### config.mk
export PLATFORM = sky130hd
export DESIGN_NAME = sti_rx
export DESIGN_NICKNAME = d
export VERILOG_FILES = /design/src/rtl/sti_rx_pkg.sv /design/src/rtl/sti_rx_fifo.sv /design/src/rtl/sti_rx.sv
export SDC_FILE = /design/constraint.sdc
export NUM_CORES = 1
export LEC_CHECK = 0
export CAP_MARGIN = 20
export CELL_PAD_IN_SITES_DETAIL_PLACEMENT = 1
export CELL_PAD_IN_SITES_GLOBAL_PLACEMENT = 2
export CORE_MARGIN = 4
export CORE_UTILIZATION = 40
export DETAILED_ROUTE_END_ITERATION = 10
export PLACE_DENSITY_LB_ADDON = 0.1
export SYNTH_ARGS = -nofsm -noshare
export SYNTH_HDL_FRONTEND = slang
export SYNTH_SLANG_ARGS = --single-unit
export TNS_END_PERCENT = 1
### constraint.sdc
create_clock -name clk -period 5 [get_ports clk]
set_clock_uncertainty 0.15 [all_clocks]
set_input_delay 1 -clock clk [delete_from_list [all_inputs] [get_ports clk]]
set_output_delay 1 -clock clk [all_outputs]
set_load 0.01 [all_outputs]
### src/rtl/sti_rx_pkg.sv
// Shared types, constants and helpers for the STI serial receiver.
package sti_rx_pkg;

  typedef enum logic [1:0] {
    IDLE   = 2'd0,
    SHIFT  = 2'd1,
    COMMIT = 2'd2
  } state_t;

  localparam int WORD_W  = 32;
  localparam int LEN_W   = 6;
  localparam int ENTRY_W = WORD_W + LEN_W + 1;

  localparam logic [1:0] LEN8  = 2'd0;
  localparam logic [1:0] LEN16 = 2'd1;
  localparam logic [1:0] LEN24 = 2'd2;
  localparam logic [1:0] LEN32 = 2'd3;

  function automatic logic [LEN_W-1:0] len_bits(input logic [1:0] code);
    return {1'b0, code, 3'b000} + 6'd8;
  endfunction

endpackage

### src/rtl/sti_rx_fifo.sv
// Synchronous FIFO for received frames; extra pointer bit distinguishes full from empty.
module sti_rx_fifo #(
  parameter int DEPTH = 4,
  parameter int WIDTH = 39
) (
  input  logic             clk,
  input  logic             reset,
  input  logic             push,
  input  logic [WIDTH-1:0] wdata,
  input  logic             pop,
  output logic [WIDTH-1:0] rdata,
  output logic             push_ok,
  output logic             full,
  output logic             empty
);

  localparam int AW = $clog2(DEPTH);

  logic [AW:0]      wr_ptr;
  logic [AW:0]      rd_ptr;
  logic [WIDTH-1:0] mem [DEPTH];
  logic             pop_ok;

  assign empty   = (wr_ptr == rd_ptr);
  assign full    = (wr_ptr[AW] != rd_ptr[AW]) && (wr_ptr[AW-1:0] == rd_ptr[AW-1:0]);
  assign pop_ok  = pop && !empty;
  // A pop in the same cycle frees the slot, so a full FIFO can still accept.
  assign push_ok = push && (!full || pop_ok);
  assign rdata   = empty ? '0 : mem[rd_ptr[AW-1:0]];

  always_ff @(posedge clk or negedge reset) begin
    if (!reset) begin
      wr_ptr <= '0;
      rd_ptr <= '0;
    end else begin
      if (push_ok) wr_ptr <= wr_ptr + 1'b1;
      if (pop_ok)  rd_ptr <= rd_ptr + 1'b1;
    end
  end

  always_ff @(posedge clk) begin
    if (push_ok) mem[wr_ptr[AW-1:0]] <= wdata;
  end

endmodule

### src/rtl/sti_rx.sv
// STI serial receiver: rebuilds frames into right-justified words and queues them.
// Optional STI_RX_STATS_EN adds saturating frame/error counters.
module sti_rx
  import sti_rx_pkg::*;
#(
  parameter int FIFO_DEPTH = 4
) (
  input  logic              clk,
  input  logic              reset,
  input  logic              si_data,
  input  logic              si_valid,
  input  logic              cfg_msb,
  input  logic [1:0]        cfg_length,
  output logic [WORD_W-1:0] rx_data,
  output logic [LEN_W-1:0]  rx_len,
  output logic              rx_err,
  output logic              rx_valid,
  input  logic              rx_ready,
  output logic              busy,
  output logic              ovf
`ifdef STI_RX_STATS_EN
  ,
  output logic [7:0]        stat_frames,
  output logic [7:0]        stat_errs
`endif
);

  state_t             state, next_state;
  logic [WORD_W-1:0]  word;
  logic [LEN_W-1:0]   count;
  logic               msb_l;
  logic [1:0]         len_l;
  logic               start, capture, push;
  logic [LEN_W-1:0]   commit_len;
  logic               commit_err;
  logic [ENTRY_W-1:0] head;
  logic               push_ok, fifo_full, fifo_empty;

  always_ff @(posedge clk or negedge reset) begin
    if (!reset) state <= IDLE;
    else        state <= next_state;
  end

  always_comb begin
    next_state = state;
    start      = 1'b0;
    capture    = 1'b0;
    push       = 1'b0;
    case (state)
      IDLE: begin
        if (si_valid) begin
          start      = 1'b1;
          next_state = SHIFT;
        end
      end
      SHIFT: begin
        if (si_valid) capture = 1'b1;
        else          next_state = COMMIT;
      end
      COMMIT: begin
        push = 1'b1;
        if (si_valid) begin
          start      = 1'b1;
          next_state = SHIFT;
        end else begin
          next_state = IDLE;
        end
      end
      default: next_state = IDLE;
    endcase
  end

  // Count runs to 33 so an over-long frame stays distinguishable from exactly 32 bits.
  always_ff @(posedge clk or negedge reset) begin
    if (!reset) begin
      word  <= '0;
      count <= '0;
      msb_l <= 1'b0;
      len_l <= LEN8;
    end else if (start) begin
      word  <= {{(WORD_W-1){1'b0}}, si_data};
      count <= 6'd1;
      msb_l <= cfg_msb;
      len_l <= cfg_length;
    end else if (capture) begin
      if (count < 6'd32) begin
        if (msb_l) word <= {word[WORD_W-2:0], si_data};
        else       word[count[4:0]] <= si_data;
      end
      if (count < 6'd33) count <= count + 6'd1;
    end else if (push) begin
      word  <= '0;
      count <= '0;
    end
  end

  assign commit_len = (count > 6'd32) ? 6'd32 : count;
  assign commit_err = (count != len_bits(len_l)) || (count > 6'd32);

  sti_rx_fifo #(
    .DEPTH(FIFO_DEPTH),
    .WIDTH(ENTRY_W)
  ) u_fifo (
    .clk    (clk),
    .reset  (reset),
    .push   (push),
    .wdata  ({word, commit_len, commit_err}),
    .pop    (rx_ready),
    .rdata  (head),
    .push_ok(push_ok),
    .full   (fifo_full),
    .empty  (fifo_empty)
  );

  assign rx_data  = head[ENTRY_W-1:LEN_W+1];
  assign rx_len   = head[LEN_W:1];
  assign rx_err   = head[0];
  assign rx_valid = !fifo_empty;
  assign busy     = (state != IDLE);

  always_ff @(posedge clk or negedge reset) begin
    if (!reset)                                ovf <= 1'b0;
    else if (push && !push_ok && fifo_full)    ovf <= 1'b1;
  end

`ifdef STI_RX_STATS_EN
  always_ff @(posedge clk or negedge reset) begin
    if (!reset) begin
      stat_frames <= '0;
      stat_errs   <= '0;
    end else if (push_ok) begin
      if (stat_frames != 8'hFF)              stat_frames <= stat_frames + 8'd1;
      if (commit_err && stat_errs != 8'hFF)  stat_errs   <= stat_errs + 8'd1;
    end
  end
`endif

endmodule

# == Yosys cells after proc, flatten, opt, wreduce, memory -nomap -nowiden ==
# Memories as Yosys holds them, arrays and structs flattened.
# Index checks and enable logic that the tools add are counted.
# op_classes
addsub,4
div,0
order_cmp,5
bitwise_logic,0
shift,0
reduce_logical,18
muxes,24
multipliers,0
n_eq_ne,10
# op_table
op,count
32-bit 2-to-1 mux,5
39-bit 2-to-1 mux,1
32-bit bitwise mux,1
6-bit 2-to-1 mux,5
"6-bit less-than comparator, second input constant",2
1-bit 2-to-1 mux,8
"3-bit by 1-bit adder with 3-bit output, second input constant",2
"5-bit by 4-bit adder with 6-bit output, second input constant",1
"6-bit by 1-bit adder with 6-bit output, second input constant",1
"6-bit > comparator, second input constant",1
1-bit logical AND,6
"5-bit by 6-bit less-than comparator with 1-bit output, second input constant",1
"3-bit by 2-bit inequality test with 1-bit output, second input constant",2
6-bit inequality test,1
2-bit one-hot mux with 3 select lines,1
2-bit AND reduction,3
1-bit demux with 5-bit select,1
"5-bit by 1-bit >= comparator with 1-bit output, second input constant",1
2-bit 2-to-1 mux,2
"2-bit inequality test, second input constant",2
3-bit equality test,1
1-bit logical NOT,3
3-bit nonzero test,1
"2-bit by 1-bit equality test with 1-bit output, second input constant",1
other kinds (7),8
# word_totals
elab_cells,70
memories,1
rom_bits,0
reg_bits,50
mem_bits_rw,156
latch_bits,0
# mem_list
name,depth,width,read_ports,rd_clocked_by_memory_dff,wr,line,rtl
u_fifo.mem,4,39,1,0,1,sti_rx_fifo.sv:21,logic [WIDTH-1:0] mem [DEPTH];

# == Logic depth before layout (Yosys ltp) ==
# logic_depth
depth_word,9
depth_mapped,7

# == By module ==
# Synthesis repeated with hierarchy kept, for this count alone.
# hier_totals
cells_unflattened,575
hier_area_um2,9148.8
# modules_own_cells
module,seq_area_each_um2,n_inst,cells_each,area_per_inst_um2
sti_rx_fifo,4834.6,1,290,6334.8
sti_rx,1101.1,1,285,2813.9

# == Worst setup path before layout ==
# No wires, ideal clock.
# synth_timing
path_kind,input -> register
start,input port rx_ready
end,"memory u_fifo.mem[3][0], enable pin"
path_stages,2
setup_slack_ps,2196
setup_ps,402
path_buffers,0
arrival_ps,2253
cell_sequence,o41a_1 > and2_1
# synth_via
elab_chain_cells,5
# synth_lines
element,line,rtl
from (decl),sti_rx.sv:18,"input logic rx_ready,"
1-bit logical AND,sti_rx_fifo.sv:26,assign pop_ok = pop && !empty;
1-bit logical OR,sti_rx_fifo.sv:28,assign push_ok = push && (!full || pop_ok);
1-bit logical AND,sti_rx_fifo.sv:28,
1-bit 2-to-1 mux,sti_rx_fifo.sv:42,if (push_ok) mem[wr_ptr[AW-1:0]] <= wdata;
1-bit 2-to-1 mux (implied by the code),sti_rx_fifo.sv:42,
to (decl),sti_rx_fifo.sv:21,
# No other way between the ends.

# == Final worst setup path ==
# layout_timing
start,register u_fifo.wr_ptr[1]
end,output port rx_data[19]
# layout_via
elab_chain_cells,2
# layout_lines
element,line,rtl
from (decl),sti_rx_fifo.sv:19,logic [AW:0] wr_ptr;
from (signal assigned),sti_rx_fifo.sv:36,if (push_ok) wr_ptr <= wr_ptr + 1'b1;
3-bit equality test,sti_rx_fifo.sv:24,assign empty = (wr_ptr == rd_ptr);
39-bit 2-to-1 mux,sti_rx_fifo.sv:29,assign rdata = empty ? '0 : mem[rd_ptr[AW-1:0]];
to (decl),sti_rx.sv:14,"output logic [WORD_W-1:0] rx_data,"
# No other way between the ends.

==> run summary <==
status -> completed
RSZ-0062 raised after global routing -> no
critical-path maximum fanout -> 23
CTS Buf Count -> 24
Hold WS -> 303 ps
largest net degree at the start of global routing -> 72
initial DRC count -> 398
layout net count -> 619
commonest non-fill, non-tap cell in the layout -> edfxtp_1
most frequent cells in the layout -> 156 x edfxtp_1, 48 x clkdlybuf4s50_1, 47 x dfrtp_1
antenna viol nets, final -> 0
global-route wire length before repair -> 33600 um
synthesized area -> 8990 um2
Via density -> 5.77
initial antenna violation count -> 0
RR Startpoint -> state[1]$_DFFE_PN0P_
Final WS setup -> 938 ps
Die X -> 158 um
worst hold path type -> flip-flop to flip-flop
effective utilization at floorplan -> 41.0%
sequential share of power -> 36.4%
ys async rst share -> 24.3%
YS warnings -> 0
FF+latch count, synth -> 206
Final Max Tran Viols -> 0
H-Tree Level Count -> 1
synthesized instance count -> 568
worst endpoint required time -> 3850 ps
post-place setup slack -> 1370 ps
ant diodes -> 0
Critical Path End Type -> output pin
leak pwr -> 3.54 nW
Switching Share -> 28.5%
GR Overflow Total -> 0
Clock Latency Late Sink -> 510 ps
CP arrival -> 2910 ps
FF-to-FF setup slack -> 1930 ps
sequential fraction of the synthesis area -> 66.0%
Clk pwr share -> 30.5%
switching power -> 1.56 mW
Die H -> 158 um
drt pass-1 iters -> 4
Slew Limit Headroom -> 40.4%
Crit Path Category -> flip-flop to output pin
Post-CTS Resized -> 0
number of fill cells -> 2091
Syn Nets -> 588
GPL Wtd Cong -> 0.747
site row count -> 54
layout cell share with drive strength beyond 1 -> 17.5%
CTS sink cnt -> 206
Setup Buffers After CTS -> 0
clk buf depth -> 3
average size of a mapped cell -> 15.8 um2
Max Clk Rate -> 246 MHz
Worst-path clk slew -> 60 ps
# setup viols final -> 0
Routed WL -> 21100 um
die area -> 24900 um2
startpoint types -> flip-flop
max_cap viols -> 0
CTS root buffer -> clkbuf_16
CTS tree -> built
Area Overhead vs Synth -> 16.4%
Synth Flop Type -> edfxtp_1
count of different cell masters after synthesis -> 48
FF-to-FF End -> u_fifo.mem[2][37]$_DFFE_PP_
Vias -> 5178
Worst R2R Path Depth -> 4
P_int -> 3.93 mW
setup TNS -> 0 ps
core area -> 22000 um2
PortBufs -> 49
Worst Max-Slew Pin Slew -> 895 ps
Synth area leader -> edfxtp_1
EDFF count, synth -> 156
DRC Markers -> 0
vias in the first global route -> 5705
maximum vdd drop -> 0.330 mV
GRT Resource Usage Total -> 17.4%
Post-DP Area -> 9690 um2
Cell Pwr Density -> 525 nW/um2
top post-synthesis cells by area -> edfxtp_1 52%, dfrtp_1 14%, mux4_2 9.8%
fin crit share -> 81.2%
CTS Hold Buffers Added -> 0
Comb power frac -> 33.1%
area share of the largest cell type after synthesis -> 52.1%
crit path time final -> 4060 ps
Top Ports -> 50
CP endpoint -> rx_data[19]
DP HPWL -> 12700 um
HP Start -> ovf$_DFFE_PN0P_
Fin. Hold Viols -> 0
final instance area -> 10500 um2
Critical path origin -> u_fifo.wr_ptr[1]$_DFFE_PN0P_
WL/cell -> 23.6 um
## logic make-up (layout without fill, tap and decap cells)
logic type | count (synthesis) | in the layout | synth area share (%)
DFF | 206 | 206 | 66.0
AOI/OAI and AO/OA | 147 | 147 | 11.9
and+or+nand+nor | 87 | 87 | 6.22
buffers and inverters | 63 | 112 | 2.95
muxes | 44 | 44 | 10.4
adders and majority gates | 12 | 12 | 1.67
xor gates and xnor gates | 9 | 9 | 0.876
## registers in the layout (all words and copies together), names as in the netlist
signal and cells:
u_fifo.mem 156, word 32, count 6, u_fifo.rd_ptr 3, u_fifo.wr_ptr 3, len_l 2, state 2, msb_l 1
ovf 1
## power by group through the flow
| stage | registers [mW] | logic (mW) | clock network (mW) |
|---|---|---|---|
| floorplan | 2.01 | 1.07 | 0 |
| global route | 2.01 | 1.99 | 1.80 |
| detailed placement | 2.05 | 1.85 | 0 |
| CTS | 2.01 | 1.86 | 1.72 |
| global placement | 2.04 | 1.83 | 0 |
| finish | 2.00 | 1.82 | 1.67 |
## critical path: stages (launching register included)
cell	delay, ps
dfrtp_1	430
xor2_1	260
or3b_1	630
buf_4	360
and2_1	170
clkdlybuf4s50_1	540
## synthesized netlist by cell type, types with 2 or more instances
| master | count |
|---|---|
| a211oi_1 | 33 |
| a21oi_1 | 2 |
| a22oi_1 | 29 |
| a32oi_1 | 2 |
| and2_1 | 46 |
| and3b_2 | 3 |
| buf_2 | 11 |
| buf_4 | 2 |
| clkbuf_1 | 40 |
| dfrtp_1 | 50 |
| edfxtp_1 | 156 |
| ha_1 | 12 |
| inv_1 | 8 |
| mux2_2 | 4 |
| mux4_2 | 39 |
| nand2_1 | 5 |
| nand3_1 | 4 |
| nand4_1 | 3 |
| nor2_1 | 8 |
| nor2b_1 | 4 |
| nor3b_1 | 2 |
| nor3b_2 | 3 |
| o21ai_0 | 38 |
| o31ai_1 | 3 |
| o32ai_1 | 2 |
| o41ai_1 | 30 |
| xnor2_1 | 5 |
| xor2_1 | 4 |
## worst min-delay path by stage
stage,end,cells after the start
6_report,ovf$_DFFE_PN0P_,1
3_5_place_dp,ovf$_DFFE_PN0P_,1
2_1_floorplan,u_fifo.wr_ptr[2]$_DFFE_PN0P_,1
4_1_cts,ovf$_DFFE_PN0P_,1
3_3_place_gp,ovf$_DFFE_PN0P_,1
5_1_grt,ovf$_DFFE_PN0P_,1
## per-stage QoR
step,instances,power (mW),util [%]
floorplan,568,3.07,-
global placement,852,3.87,44.1
detailed placement,852,3.90,44.1
CTS,896,5.59,47.6
global route,897,5.80,47.7
finish,897,5.49,47.7
## metal layers
metal	routed length [um]	vias to the layer above	global-route usage [%]
met3	678	32	2.54
li1	-	2333	-
met4	327	0	3.78
met5	0	-	0
met1	9690	2729	24.5
met2	10500	84	28.9
## final cells by class
cell class	instances	area, um2	share of cell area (%)
sequential	206	5940	56.7
multi-input combinational	299	2810	26.8
clock buffer	36	697	6.66
timing repair buffer	60	581	5.54
tap	280	350	3.35
clock inverter	8	66.3	0.633
inverter	8	30.0	0.287
Power figures use the tool's default switching activity.
